File: config.mk
export PLATFORM = sky130hd
export DESIGN_NAME = reimu_hit_detect
export DESIGN_NICKNAME = d
export VERILOG_FILES = /design/src/rtl/reimu_defs.sv /design/src/rtl/hitbox_cmp.sv /design/src/rtl/reimu_hit_detect.sv
export SDC_FILE = /design/constraint.sdc
export NUM_CORES = 1
export LEC_CHECK = 0
export ABC_AREA = 1
export CORE_MARGIN = 5
export CORE_UTILIZATION = 35
export DETAILED_ROUTE_END_ITERATION = 7
export DONT_BUFFER_PORTS = 1
export GPL_TIMING_DRIVEN = 0
export HOLD_SLACK_MARGIN = 0.15
export SYNTH_ARGS = -nofsm -noshare
export SYNTH_HDL_FRONTEND = slang
export SYNTH_SLANG_ARGS = --single-unit
File: constraint.sdc
create_clock -name clk_22 -period 6.5 [get_ports clk_22]
set_clock_uncertainty 0.2 [all_clocks]
set_input_delay 1.3 -clock clk_22 [delete_from_list [all_inputs] [get_ports clk_22]]
set_output_delay 1.3 -clock clk_22 [all_outputs]
set_load 0.05 [all_outputs]
File: src/rtl/reimu_defs.sv
// Shared definitions for Reimu's collision logic: default geometry and
// the scanner state encodings.
package reimu_defs;

  localparam int NUM_BULLETS_DEF = 16;
  localparam int COORD_W_DEF     = 10;
  localparam int HIT_R_DEF       = 4;

  typedef enum logic [1:0] {
    ST_IDLE   = 2'd0,
    ST_SCAN   = 2'd1,
    ST_DRAIN  = 2'd2,
    ST_REPORT = 2'd3
  } state_t;

endpackage

File: src/rtl/hitbox_cmp.sv
// Square hitbox test between a point (bx,by) and a centre (px,py).
// Differences are taken one bit wider than the coordinates so values near
// 0 and near the top of the range never wrap into each other.
module hitbox_cmp
  import reimu_defs::*;
#(
  parameter int COORD_W = COORD_W_DEF,
  parameter int HIT_R   = HIT_R_DEF
) (
  input  logic [COORD_W-1:0] px,
  input  logic [COORD_W-1:0] py,
  input  logic [COORD_W-1:0] bx,
  input  logic [COORD_W-1:0] by,
  input  logic               valid,
  output logic               hit
);

  localparam logic [COORD_W:0] RADIUS = (COORD_W+1)'(HIT_R);

  logic signed [COORD_W:0] dx;
  logic signed [COORD_W:0] dy;
  logic        [COORD_W:0] adx;
  logic        [COORD_W:0] ady;

  // Signed distance, magnitude, then box test on both axes.
  always_comb begin
    dx  = $signed({1'b0, bx}) - $signed({1'b0, px});
    dy  = $signed({1'b0, by}) - $signed({1'b0, py});
    adx = dx[COORD_W] ? $unsigned(-dx) : $unsigned(dx);
    ady = dy[COORD_W] ? $unsigned(-dy) : $unsigned(dy);
    hit = valid && (adx <= RADIUS) && (ady <= RADIUS);
  end

endmodule

File: src/rtl/reimu_hit_detect.sv
// Per-frame enemy-bullet collision scanner. On a frame start (while Reimu
// is alive) it reads every bullet-table slot once, frees each slot whose
// bullet overlaps the hitbox, and reports a single shot pulse per frame.
// Read data returns one cycle after the read strobe, so comparisons run one
// cycle behind the address; the free pulse is registered, adding another
// cycle, which is why DRAIN lasts two cycles before REPORT.
module reimu_hit_detect
  import reimu_defs::*;
#(
  parameter int NUM_BULLETS = NUM_BULLETS_DEF,
  parameter int COORD_W     = COORD_W_DEF,
  parameter int HIT_R       = HIT_R_DEF,
  localparam int AW         = $clog2(NUM_BULLETS)
) (
  input  logic               clk_22,
  input  logic               rst_n,
  input  logic               frame_start,
  input  logic [COORD_W-1:0] reimu_x,
  input  logic [COORD_W-1:0] reimu_y,
  input  logic               reimu_alive,
  output logic               bl_rd,
  output logic [AW-1:0]      bl_addr,
  input  logic               bl_valid,
  input  logic [COORD_W-1:0] bl_x,
  input  logic [COORD_W-1:0] bl_y,
  output logic               hit_clr,
  output logic [AW-1:0]      hit_addr,
  output logic               shot,
  output logic               busy
);

  localparam logic [AW-1:0] LAST_SLOT = AW'(NUM_BULLETS - 1);

  state_t             state_q, state_d;
  logic [AW-1:0]      cnt_q, cnt_d;
  logic               drain_q, drain_d;
  logic               hit_flag_q, hit_flag_d;
  logic               cmp_en_q;
  logic [AW-1:0]      rd_addr_q;
  logic               hit_clr_q, hit_clr_d;
  logic [AW-1:0]      hit_addr_q, hit_addr_d;
  logic [COORD_W-1:0] px_q, px_d;
  logic [COORD_W-1:0] py_q, py_d;
  logic               cmp_hit;
  logic               slot_hit;

  hitbox_cmp #(
    .COORD_W (COORD_W),
    .HIT_R   (HIT_R)
  ) u_cmp (
    .px    (px_q),
    .py    (py_q),
    .bx    (bl_x),
    .by    (bl_y),
    .valid (bl_valid),
    .hit   (cmp_hit)
  );

  // Control state: FSM, scan counter, compare pipeline and hit bookkeeping.
  always_ff @(posedge clk_22) begin
    if (!rst_n) begin
      state_q    <= ST_IDLE;
      cnt_q      <= '0;
      drain_q    <= 1'b0;
      hit_flag_q <= 1'b0;
      cmp_en_q   <= 1'b0;
      hit_clr_q  <= 1'b0;
      hit_addr_q <= '0;
    end else begin
      state_q    <= state_d;
      cnt_q      <= cnt_d;
      drain_q    <= drain_d;
      hit_flag_q <= hit_flag_d;
      cmp_en_q   <= (state_q == ST_SCAN);
      hit_clr_q  <= hit_clr_d;
      hit_addr_q <= hit_addr_d;
    end
  end

  // Datapath registers: latched player position and delayed read address.
  always_ff @(posedge clk_22) begin
    px_q      <= px_d;
    py_q      <= py_d;
    rd_addr_q <= cnt_q;
  end

  // Next-state logic, hit handling and output decode.
  always_comb begin
    state_d    = state_q;
    cnt_d      = '0;
    drain_d    = 1'b0;
    hit_flag_d = hit_flag_q;
    px_d       = px_q;
    py_d       = py_q;
    slot_hit   = cmp_en_q && cmp_hit;
    hit_clr_d  = slot_hit;
    hit_addr_d = slot_hit ? rd_addr_q : hit_addr_q;

    if (slot_hit) begin
      hit_flag_d = 1'b1;
    end

    unique case (state_q)
      ST_IDLE: begin
        if (frame_start && reimu_alive) begin
          px_d       = reimu_x;
          py_d       = reimu_y;
          hit_flag_d = 1'b0;
          state_d    = ST_SCAN;
        end
      end
      ST_SCAN: begin
        cnt_d = cnt_q + AW'(1);
        if (cnt_q == LAST_SLOT) begin
          cnt_d   = '0;
          state_d = ST_DRAIN;
        end
      end
      ST_DRAIN: begin
        drain_d = 1'b1;
        if (drain_q) begin
          drain_d = 1'b0;
          state_d = ST_REPORT;
        end
      end
      ST_REPORT: begin
        state_d = ST_IDLE;
      end
      default: begin
        state_d = ST_IDLE;
      end
    endcase

    bl_rd    = (state_q == ST_SCAN);
    bl_addr  = cnt_q;
    busy     = (state_q != ST_IDLE);
    shot     = (state_q == ST_REPORT) && hit_flag_q;
    hit_clr  = hit_clr_q;
    hit_addr = hit_addr_q;
  end

endmodule

==> metrics.md <==
| Metric | Value |
|---|---|
| Final Cycle Share | 54.4% |
| Number of vias per cell | 4.53 |
| Setup-failing EPs final | 0 |
| Area contributors post-synth | nand2_1 19%, edfxtp_1 18%, dfxtp_1 11% |
| Port Buf Inserts | 0 |
| MaxCap Viol Count | 0 |
| Crit Path Max Fanout | 4 |
| DP Area | 0.00355 mm^2 |
| Slew headroom | 56.7% |
| Crit-path slowest cell | fa_1 |
| Grt ovf | 0 |
| Design area | 0.00368 mm^2 |
| Initial Util | 36.1% |
| Root Buffer | clkbuf_8 |
| Sequential fraction of the synthesis area | 28.5% |
| Layout Utilization | 39.4% |
| Seq cells post-synth | 38 |
| Total CTS buffers | 5 |
| IO Count | 57 |
| Worst setup SP type | input pin |
| CTS Sinks | 38 |
| Worst path most repeated cell | nand2_1 |
| Critical path cell sequence | inv_1 -> ha_1 -> inv_1 -> fa_1 -> nand2_1 -> nand2_2 -> nand3_2 -> nand2_2 -> nand2_1 -> nand3_1 -> nand2_1 -> inv_1 -> nor2_1 -> nand2_1 -> nor2_1 -> nand3_1 -> nor2_1 -> nand3_1 -> nand2_1 -> nor2_1 |
| Synth unique cells | 28 |
| Vias in the first global route | 2857 |
| Internal power contribution | 0.000572 W |
| Routability Congestion | 0.822 |
| DR vias | 2988 |
| Yosys warns | 0 |
| Syn_area_per_cell | 6.46 um^2 |
| Sw Ratio | 42.6% |
| Post-cts resize count | 0 |
| Initial antenna violation count | 0 |
| Die span in x | 108 um |
| Layout cells sized above 1 | 10.6% |
| P_leak | 1.89 nW |
| WL final | 7.37 mm |
| HP Class | flip-flop to flip-flop |
| Max IR drop VDD | 129 uV |
| Worst endpoint data arrival time | 3.53 ns |
| CTS clock-pin slew for the worst setup and hold paths | 0.08 ns |
| # H-tree levels | 2 |
| Initial DRC count | 105 |
| Prevailing post-synth register cell | edfxtp_1 |
| Worst-Skew Late Latency | 0.30 ns |
| Fmax achieved | 283 MHz |
| Site Rows | 35 |
| Endpoint class of the critical path | flip-flop |
| Post-synth EDFFs | 20 |
| Fill count | 984 |
| Nets | 601 |
| DP HPWL | 6.11 mm |
| Net switching power | 0.000424 W |
| Die Ht | 108 um |
| Sequential power share | 29.9% |
| Area leader, netlist | nand2_1 |
| Synth Cell Area | 0.00337 mm^2 |
| Share of the synthesized area in the top cell type | 19.1% |
| Synth Net Count | 593 |
| First-pass GRT wire length | 12.6 mm |
| Clock buffer depth | 2 |
| PwrDens | 271 mW/mm^2 |
| RSZ-0062 raised after global routing | no |
| Worst-Margin Slew | 0.649 ns |
| Comb power frac | 46.3% |
| # Post-CTS Setup Buffers | 0 |
| Clock share of power | 23.8% |
| Drt wl/cell | 11.2 um |
| Die area | 0.0117 mm^2 |
| Drt pass-1 iters | 4 |
| Largest net degree at the start of global routing | 14 |
| Synthesized instance count | 521 |
| Setup TNS | 0 ns |
| Final hold vios | 0 |
| Min cycle time layout | 3.54 ns |
| Status | finished clean |
| Worst Path Required | 6.49 ns |
| Post-synth ARST share | 0% |
| Worst Setup Path Type | input pin to flip-flop |
| P&R area growth vs syn | 9.25% |
| Core area | 0.00933 mm^2 |
| Slowest Stage Delay on Critical Path | 0.43 ns |
| Max-slew violation count | 0 |
| Hold buffer count at cts | 0 |
| Final ANT Viol Nets | 0 |
| Number of diodes | 0 |
| Total track usage | 13.3% |
| DRC viols | 0 |
| Flop2flop setup slack | 3.68 ns |
| CTS tree | built |
[Yosys cell counts, types with 3 or more instances]
library cell and n:
or2_4 3, nor2_1 58, edfxtp_1 20, o21ai_0 3, nand3b_1 6, inv_1 78, dfxtp_1 18, nor2_2 7
ha_1 25, nor3_1 6, nor2_4 3, a21oi_1 11, nand3_2 8, nand3_1 70, nand2_1 171, inv_2 6
nand2_2 13
[logic make-up after synthesis]
| kind of cell | Yosys count | synth area share, % |
|---|---|---|
| adders and majority gates | 27 | 10.5 |
| and+or+nand+nor | 348 | 46.7 |
| xor gates and xnor gates | 1 | 0.260 |
| DFF | 38 | 28.5 |
| buffers and inverters | 86 | 9.81 |
| AOI/OAI and AO/OA | 21 | 4.16 |
[registers in the layout, indices dropped and copies added (netlist names)]
register	flops
bl_addr	4
cmp_en_q	1
drain_q	1
hit_addr	4
hit_clr	1
hit_flag_q	1
px_q	10
py_q	10
rd_addr_q	4
state_q	2
[metal layers]
metal	vias to the layer above	track usage (%)	part of all wire, %
met5	-	0	0
met4	0	2.98	0.80
met3	4	3.52	4.2
met2	38	23.7	49
met1	1285	16.1	46
li1	1661	-	-
[layout make-up]
class                      count  area [um^2]  area share (%)
timing repair buffer           1         15.0           0.408
multi-input combinational    397         2080            56.5
tap                          129          161            4.39
sequential                    38          961            26.1
inverter                      85          319            8.67
buffer                         1         11.3           0.306
clock buffer                   6         93.8            2.55
clock inverter                 2         38.8            1.05
[metrics by stage]
step	power, W	hold slack, ns	instances	setup WS (ns)
after floorplan	0.000683	0.241	521	2.99
after global placement	0.000754	0.250	650	2.71
after detailed placement	0.000767	0.267	651	2.67
after CTS	0.00101	0.286	659	2.97
after global routing	0.00109	0.300	659	2.62
final	0.000997	0.284	659	2.96
[worst paths after layout]
check,start,end,cells past startpoint
worst max register to register,px_q[0],hit_addr[3],19
worst max-delay path,bl_x[0],hit_addr[3],20
worst min register to register,hit_flag_q,hit_flag_q,2
worst min-delay path,hit_flag_q,hit_flag_q,2
[layout by cell type, fill, tap and decap left out, types with 2 or more instances in the layout]
cell	Yosys	layout
nand2_1	171	171
inv_1	78	78
nand3_1	70	70
nor2_1	58	57
ha_1	25	25
edfxtp_1	20	20
dfxtp_1	18	18
nand2_2	13	13
a21oi_1	11	11
nor2_2	7	8
nand3_2	8	8
inv_2	6	6
nor3_1	6	6
nand3b_1	6	6
clkbuf_8	0	5
o21ai_0	3	3
or2_4	3	3
nor2_4	3	3
a21oi_4	2	2
a21oi_2	2	2
nand4_1	2	2
fa_1	2	2
[worst max-delay path, delay by kind of cell]
| family | cells | cell delay (ns) |
|---|---|---|
| buf+inv | 3 | 0.14 |
| simple gates | 15 | 1.50 |
| fa+ha+maj | 2 | 0.56 |
[power by group through the flow]
stage               Clock, W  Combinational, W  Sequential (W)
global placement           0          0.000449        0.000305
floorplan                  0          0.000381        0.000302
CTS                 0.000247          0.000465        0.000299
finish              0.000237          0.000462        0.000298
detailed placement         0          0.000463        0.000305
global route        0.000254          0.000533        0.000301
No activity file was read; power rests on OpenSTA's default activity.
